$ cat src/rtl/axi_read_arbiter.sv
// Two-master to one-slave AXI4 read arbiter: master 0 (video) wins by fixed priority,
// one burst outstanding. Optional starvation guard for master 1 under `STARVE_GUARD_EN.
module axi_read_arbiter #(
    parameter int ADDR_W    = 32,
    parameter int DATA_W    = 64,
    parameter int LEN_W     = 8,
    parameter int MAX_DEFER = 4
) (
    input  logic              clk,
    input  logic              reset,
    input  logic              m0_ar_valid,
    output logic              m0_ar_ready,
    input  logic [ADDR_W-1:0] m0_ar_addr,
    input  logic [LEN_W-1:0]  m0_ar_len,
    input  logic [1:0]        m0_ar_burst,
    output logic              m0_r_valid,
    input  logic              m0_r_ready,
    output logic [DATA_W-1:0] m0_r_data,
    output logic              m0_r_last,
    input  logic              m1_ar_valid,
    output logic              m1_ar_ready,
    input  logic [ADDR_W-1:0] m1_ar_addr,
    input  logic [LEN_W-1:0]  m1_ar_len,
    input  logic [1:0]        m1_ar_burst,
    output logic              m1_r_valid,
    input  logic              m1_r_ready,
    output logic [DATA_W-1:0] m1_r_data,
    output logic              m1_r_last,
    output logic              s_ar_valid,
    input  logic              s_ar_ready,
    output logic [ADDR_W-1:0] s_ar_addr,
    output logic [LEN_W-1:0]  s_ar_len,
    output logic [1:0]        s_ar_burst,
    input  logic              s_r_valid,
    output logic              s_r_ready,
    input  logic [DATA_W-1:0] s_r_data,
    input  logic              s_r_last,
    output logic              grant_id
);

    typedef enum logic [1:0] {IDLE, ADDR, DATA} state_t;

    state_t            state_q, state_d;
    logic              grant_q, grant_d;
    logic [ADDR_W-1:0] addr_q, addr_d;
    logic [LEN_W-1:0]  len_q, len_d;
    logic [1:0]        burst_q, burst_d;
    logic              pick1;
    logic              starve;
    logic              beat_rdy;

`ifdef STARVE_GUARD_EN
    logic [3:0] defer_q, defer_d;

    assign starve = (defer_q == 4'(MAX_DEFER)) && m1_ar_valid;

    // Counts master-0 wins taken while master 1 was waiting; saturates at the limit.
    always_comb begin
        defer_d = defer_q;
        if (state_q == IDLE && (m0_ar_valid || m1_ar_valid)) begin
            if (pick1) begin
                defer_d = 4'd0;
            end else if (m1_ar_valid && defer_q != 4'(MAX_DEFER)) begin
                defer_d = defer_q + 4'd1;
            end
        end
    end

    always_ff @(posedge clk) begin
        if (reset) begin
            defer_q <= 4'd0;
        end else begin
            defer_q <= defer_d;
        end
    end
`else
    // MAX_DEFER only matters when the starvation guard is built in.
    logic unused_max_defer;
    assign unused_max_defer = ^4'(MAX_DEFER);
    assign starve           = 1'b0;
`endif

    assign pick1 = m1_ar_valid && (!m0_ar_valid || starve);

    always_comb begin
        state_d     = state_q;
        grant_d     = grant_q;
        addr_d      = addr_q;
        len_d       = len_q;
        burst_d     = burst_q;
        m0_ar_ready = 1'b0;
        m1_ar_ready = 1'b0;
        s_ar_valid  = 1'b0;
        beat_rdy    = 1'b0;
        m0_r_valid  = 1'b0;
        m1_r_valid  = 1'b0;
        m0_r_last   = 1'b0;
        m1_r_last   = 1'b0;
        case (state_q)
            IDLE: begin
                if (m0_ar_valid || m1_ar_valid) begin
                    m0_ar_ready = !pick1;
                    m1_ar_ready = pick1;
                    grant_d     = pick1;
                    addr_d      = pick1 ? m1_ar_addr  : m0_ar_addr;
                    len_d       = pick1 ? m1_ar_len   : m0_ar_len;
                    burst_d     = pick1 ? m1_ar_burst : m0_ar_burst;
                    state_d     = ADDR;
                end
            end
            ADDR: begin
                s_ar_valid = 1'b1;
                if (s_ar_ready) begin
                    state_d = DATA;
                end
            end
            DATA: begin
                // Completion depends only on s_r_last, so any burst length routes correctly.
                beat_rdy   = grant_q ? m1_r_ready : m0_r_ready;
                m0_r_valid = !grant_q && s_r_valid;
                m1_r_valid = grant_q && s_r_valid;
                m0_r_last  = !grant_q && s_r_last;
                m1_r_last  = grant_q && s_r_last;
                if (s_r_valid && beat_rdy && s_r_last) begin
                    state_d = IDLE;
                end
            end
            default: state_d = IDLE;
        endcase
    end

    always_ff @(posedge clk) begin
        if (reset) begin
            state_q <= IDLE;
            grant_q <= 1'b0;
            addr_q  <= '0;
            len_q   <= '0;
            burst_q <= '0;
        end else begin
            state_q <= state_d;
            grant_q <= grant_d;
            addr_q  <= addr_d;
            len_q   <= len_d;
            burst_q <= burst_d;
        end
    end

    assign s_r_ready  = beat_rdy;
    assign s_ar_addr  = addr_q;
    assign s_ar_len   = len_q;
    assign s_ar_burst = burst_q;
    assign grant_id   = grant_q;
    assign m0_r_data  = s_r_data;
    assign m1_r_data  = s_r_data;

endmodule
$ cat config.mk
export PLATFORM = sky130hd
export DESIGN_NAME = axi_read_arbiter
export DESIGN_NICKNAME = d
export VERILOG_FILES = /design/src/rtl/axi_read_arbiter.sv
export SDC_FILE = /design/constraint.sdc
export NUM_CORES = 1
export LEC_CHECK = 0
export CORE_AREA = 2 2 132 134
export CTS_CLUSTER_SIZE = 25
export DETAILED_ROUTE_END_ITERATION = 10
export DIE_AREA = 0 0 134 136
export GPL_TIMING_DRIVEN = 0
export PLACE_DENSITY = 0.67
export SETUP_SLACK_MARGIN = 0.2
export SLEW_MARGIN = 10
export SYNTH_ARGS = -nofsm -noshare
export SYNTH_HDL_FRONTEND = slang
export SYNTH_SLANG_ARGS = --single-unit
$ cat constraint.sdc
create_clock -name clk -period 2.7 [get_ports clk]
set_input_delay 0.54 -clock clk [delete_from_list [all_inputs] [get_ports clk]]
set_output_delay 0.54 -clock clk [all_outputs]
set_load 0.02 [all_outputs]
==> metrics.md <==
| Metric | Value |
|---|---|
| Net count after synthesis | 552 |
| Crit path largest cell delay | 0.63 ns |
| Length of the first detailed-routing pass in iterations | 4 |
| Final Net Count | 829 |
| Violation count after the first detailed-routing iteration | 90 |
| CP startpoint kind | input port |
| Clock latency at the later pin of the worst-skew pair | 0.30 ns |
| Post-synthesis sequential element count | 45 |
| Port-buffer cells | 270 |
| GPL Wtd Cong | 0.724 |
| Gate Count Post-Synth | 395 |
| Setup WS pre-CTS | -0.269 ns |
| Proportion of synthesized chip area in sequential cells | 0.272 |
| Period minus WS final | 2.41 ns |
| Power density over the cells | 427 nW/um^2 |
| Die span in y | 136 um |
| Setup slack after layout | 0.288 ns |
| Area added between synthesis and finish | 94.8% |
| Residual antenna-violating net count after detailed routing | 0 |
| P_leak | 2.58 nW |
| Hpwl dp | 10,600 um |
| Number of max-slew violations in the final report | 0 |
| Site row count | 48 |
| Maximum number of pins on one net before global-route repair | 14 |
| Wire length per cell after detailed routing | 15.1 um |
| Post-Synthesis Cell Area | 3310 sq um |
| Residual DRC count | 0 |
| I/O pins | 336 |
| Number of clock sinks seen by CTS | 45 |
| DIE AREA | 18,200 sq um |
| Most frequent cells in the layout | 269 x sky130_fd_sc_hd__clkdlybuf4s50_1, 129 x sky130_fd_sc_hd__buf_4, 87 x sky130_fd_sc_hd__nand2_1 |
| Crit path arrival time | 1.87 ns |
| Vias in the first global route | 3,684 |
| CP bufs+invs | 2 |
| # hold bufs at CTS | 0 |
| Kind of cell adding the most delay to the critical path | buffers and inverters |
| Synth Warn # | 0 |
| Effective utilization at floorplan | 0.196 |
| Maximum vdd drop | 0.000227 V |
| Number of buffers created by CTS | 5 |
| TritonCTS clock tree | done |
| Worst Tran Pin Value | 0.906 ns |
| Result of the run | completed |
| Wire length after detailed routing | 13,600 um |
| Final hold viol count | 0 |
| Total number of H-tree levels | 2 |
| Via total after detailed routing | 3,600 |
| Total global routing track utilization | 0.142 |
| Max-cap viol count | 0 |
| Number of diodes added for antenna fixing | 0 |
| Count of different cell masters after synthesis | 22 |
| Endpoint class of the critical path | primary output |
| Number of antenna violations at the first check in global routing | 0 |
| Final critical-path share of the clock period | 0.893 |
| Fraction of layout instances using a drive strength above 1 | 0.279 |
| Relative max-transition margin | 0.396 |
| Worst hold path type | reg -> reg |
| WP data required | 2.16 ns |
| Cell breakdown of the critical path | clkdlybuf4s50_1 -> and2_1 -> clkdlybuf4s50_1 |
| Unrepaired setup endpoints after global routing | no |
| Setup violators final | 0 |
| Leftover overflow at the end of global routing | 0 |
| Buffer type at the clock tree root | sky130_fd_sc_hd__clkbuf_16 |
| Post-synthesis average cell area | 8.39 sq um |
| Top fanout value on the critical path | 4 |
| Core outline area | 16,900 sq um |
| Width of the chip | 134 um |
| Maximum root-to-sink buffer count | 2 |
| Maximum achievable frequency | 415 MHz |
| Smallest hold slack | 0.520 ns |
| Kind of critical path | in -> out |
| Clock transition at the register clock pins on the worst setup and hold paths after CTS | 0.06 ns |
| Vias per cell | 4.01 |
| Most common cell after layout, fill and taps aside | sky130_fd_sc_hd__clkdlybuf4s50_1 |
| Skew final | 0.00534 ns |
| Wire length of the first global-routing pass | 19,900 um |
| Worst path slowest cell | sky130_fd_sc_hd__clkdlybuf4s50_1 |
| Cell mode on critical path | sky130_fd_sc_hd__clkdlybuf4s50_1 |
==> layer usage <==
layer	GRT usage	up-vias	part of all wire
li1	-	1776	-
met1	0.168	1649	0.42
met2	0.251	169	0.50
met3	0.0451	6	0.075
met4	0.0278	0	0.0069
met5	0	-	0
==> synth_stat cells <==
master	count	area share
sky130_fd_sc_hd__nor2_4	1	0.0034
sky130_fd_sc_hd__nand2_1	87	0.099
sky130_fd_sc_hd__or2_1	1	0.0019
sky130_fd_sc_hd__buf_6	6	0.020
sky130_fd_sc_hd__buf_4	128	0.29
sky130_fd_sc_hd__and2_1	1	0.0019
sky130_fd_sc_hd__nor3b_1	2	0.0045
sky130_fd_sc_hd__dfxtp_1	45	0.27
sky130_fd_sc_hd__clkbuf_1	20	0.023
sky130_fd_sc_hd__nor3_1	2	0.0030
sky130_fd_sc_hd__a311oi_2	40	0.18
sky130_fd_sc_hd__and3_1	2	0.0038
sky130_fd_sc_hd__nand2b_1	3	0.0057
sky130_fd_sc_hd__o21ai_0	1	0.0015
sky130_fd_sc_hd__nor2b_1	3	0.0057
sky130_fd_sc_hd__nor2_1	1	0.0011
sky130_fd_sc_hd__buf_2	2	0.0030
sky130_fd_sc_hd__a311oi_1	2	0.0053
sky130_fd_sc_hd__buf_1	1	0.0011
sky130_fd_sc_hd__a21oi_1	45	0.068
sky130_fd_sc_hd__mux2i_1	1	0.0030
sky130_fd_sc_hd__and2_4	1	0.0026
==> flip-flops by register name (all words and copies together), names as in the netlist <==
signal      count
grant_id        1
s_ar_addr      32
s_ar_burst      2
s_ar_len        8
state_q         2
==> per-stage QoR <==
step	cell area, sq um	total power (W)	cells	setup TNS [ns]	utilization
2_1_floorplan	3310	0.00151	395	0	-
3_3_place_gp	6300	0.00210	890	-0.248	0.373
3_5_place_dp	6300	0.00211	890	-0.269	0.373
4_1_cts	6450	0.00281	898	0	0.382
5_1_grt	6450	0.00291	898	0	0.382
6_report	6450	0.00276	898	0	0.382
==> logic make-up after synthesis <==
logic type             synth area share
multiplexers                    0.00302
flip-flops                        0.272
buffers and inverters             0.337
AND/OR/NAND/NOR                   0.132
AO/OA/AOI/OAI                     0.256
==> worst paths after layout <==
path	end	slack (ns)	from	depth (start not counted)
worst min register to register	s_ar_addr[0]	0.52	s_ar_addr[0]	2
worst min-delay path	s_ar_addr[0]	0.52	s_ar_addr[0]	2
worst max-delay path	m0_ar_ready	0.29	m0_ar_valid	3
worst max register to register	s_ar_addr[4]	0.99	state_q[1]	4
==> repair_timing <==
item | CTS | global route
setup endpoints to repair | 1 | 1
setup buffers | 0 | 0
resized for setup | 7 | 1
==> where the power goes <==
part,internal (W),switching [W]
Clock,0.000393,0.000283
Sequential,0.000748,0.0000472
Combinational,0.000687,0.000601
Total,0.00183,0.000931
==> cell type report <==
| class | instances | area, sq um |
|---|---|---|
| Clock buffer | 7 | 153 |
| Clock inverter | 1 | 5.00 |
| Multi-Input combinational cell | 193 | 1300 |
| Buffer | 157 | 1120 |
| Tap cell | 225 | 282 |
| Fill cell | 1744 | 10400 |
| Timing Repair Buffer | 270 | 2700 |
| Sequential cell | 45 | 901 |
==> tightest hold or removal path, stage by stage, from the launching register on <==
cell,delay [ns]
sky130_fd_sc_hd__dfxtp_1,0.31
sky130_fd_sc_hd__a21oi_1,0.11
sky130_fd_sc_hd__a311oi_1,0.05
Note: power is estimated with default switching activity, not from simulation.
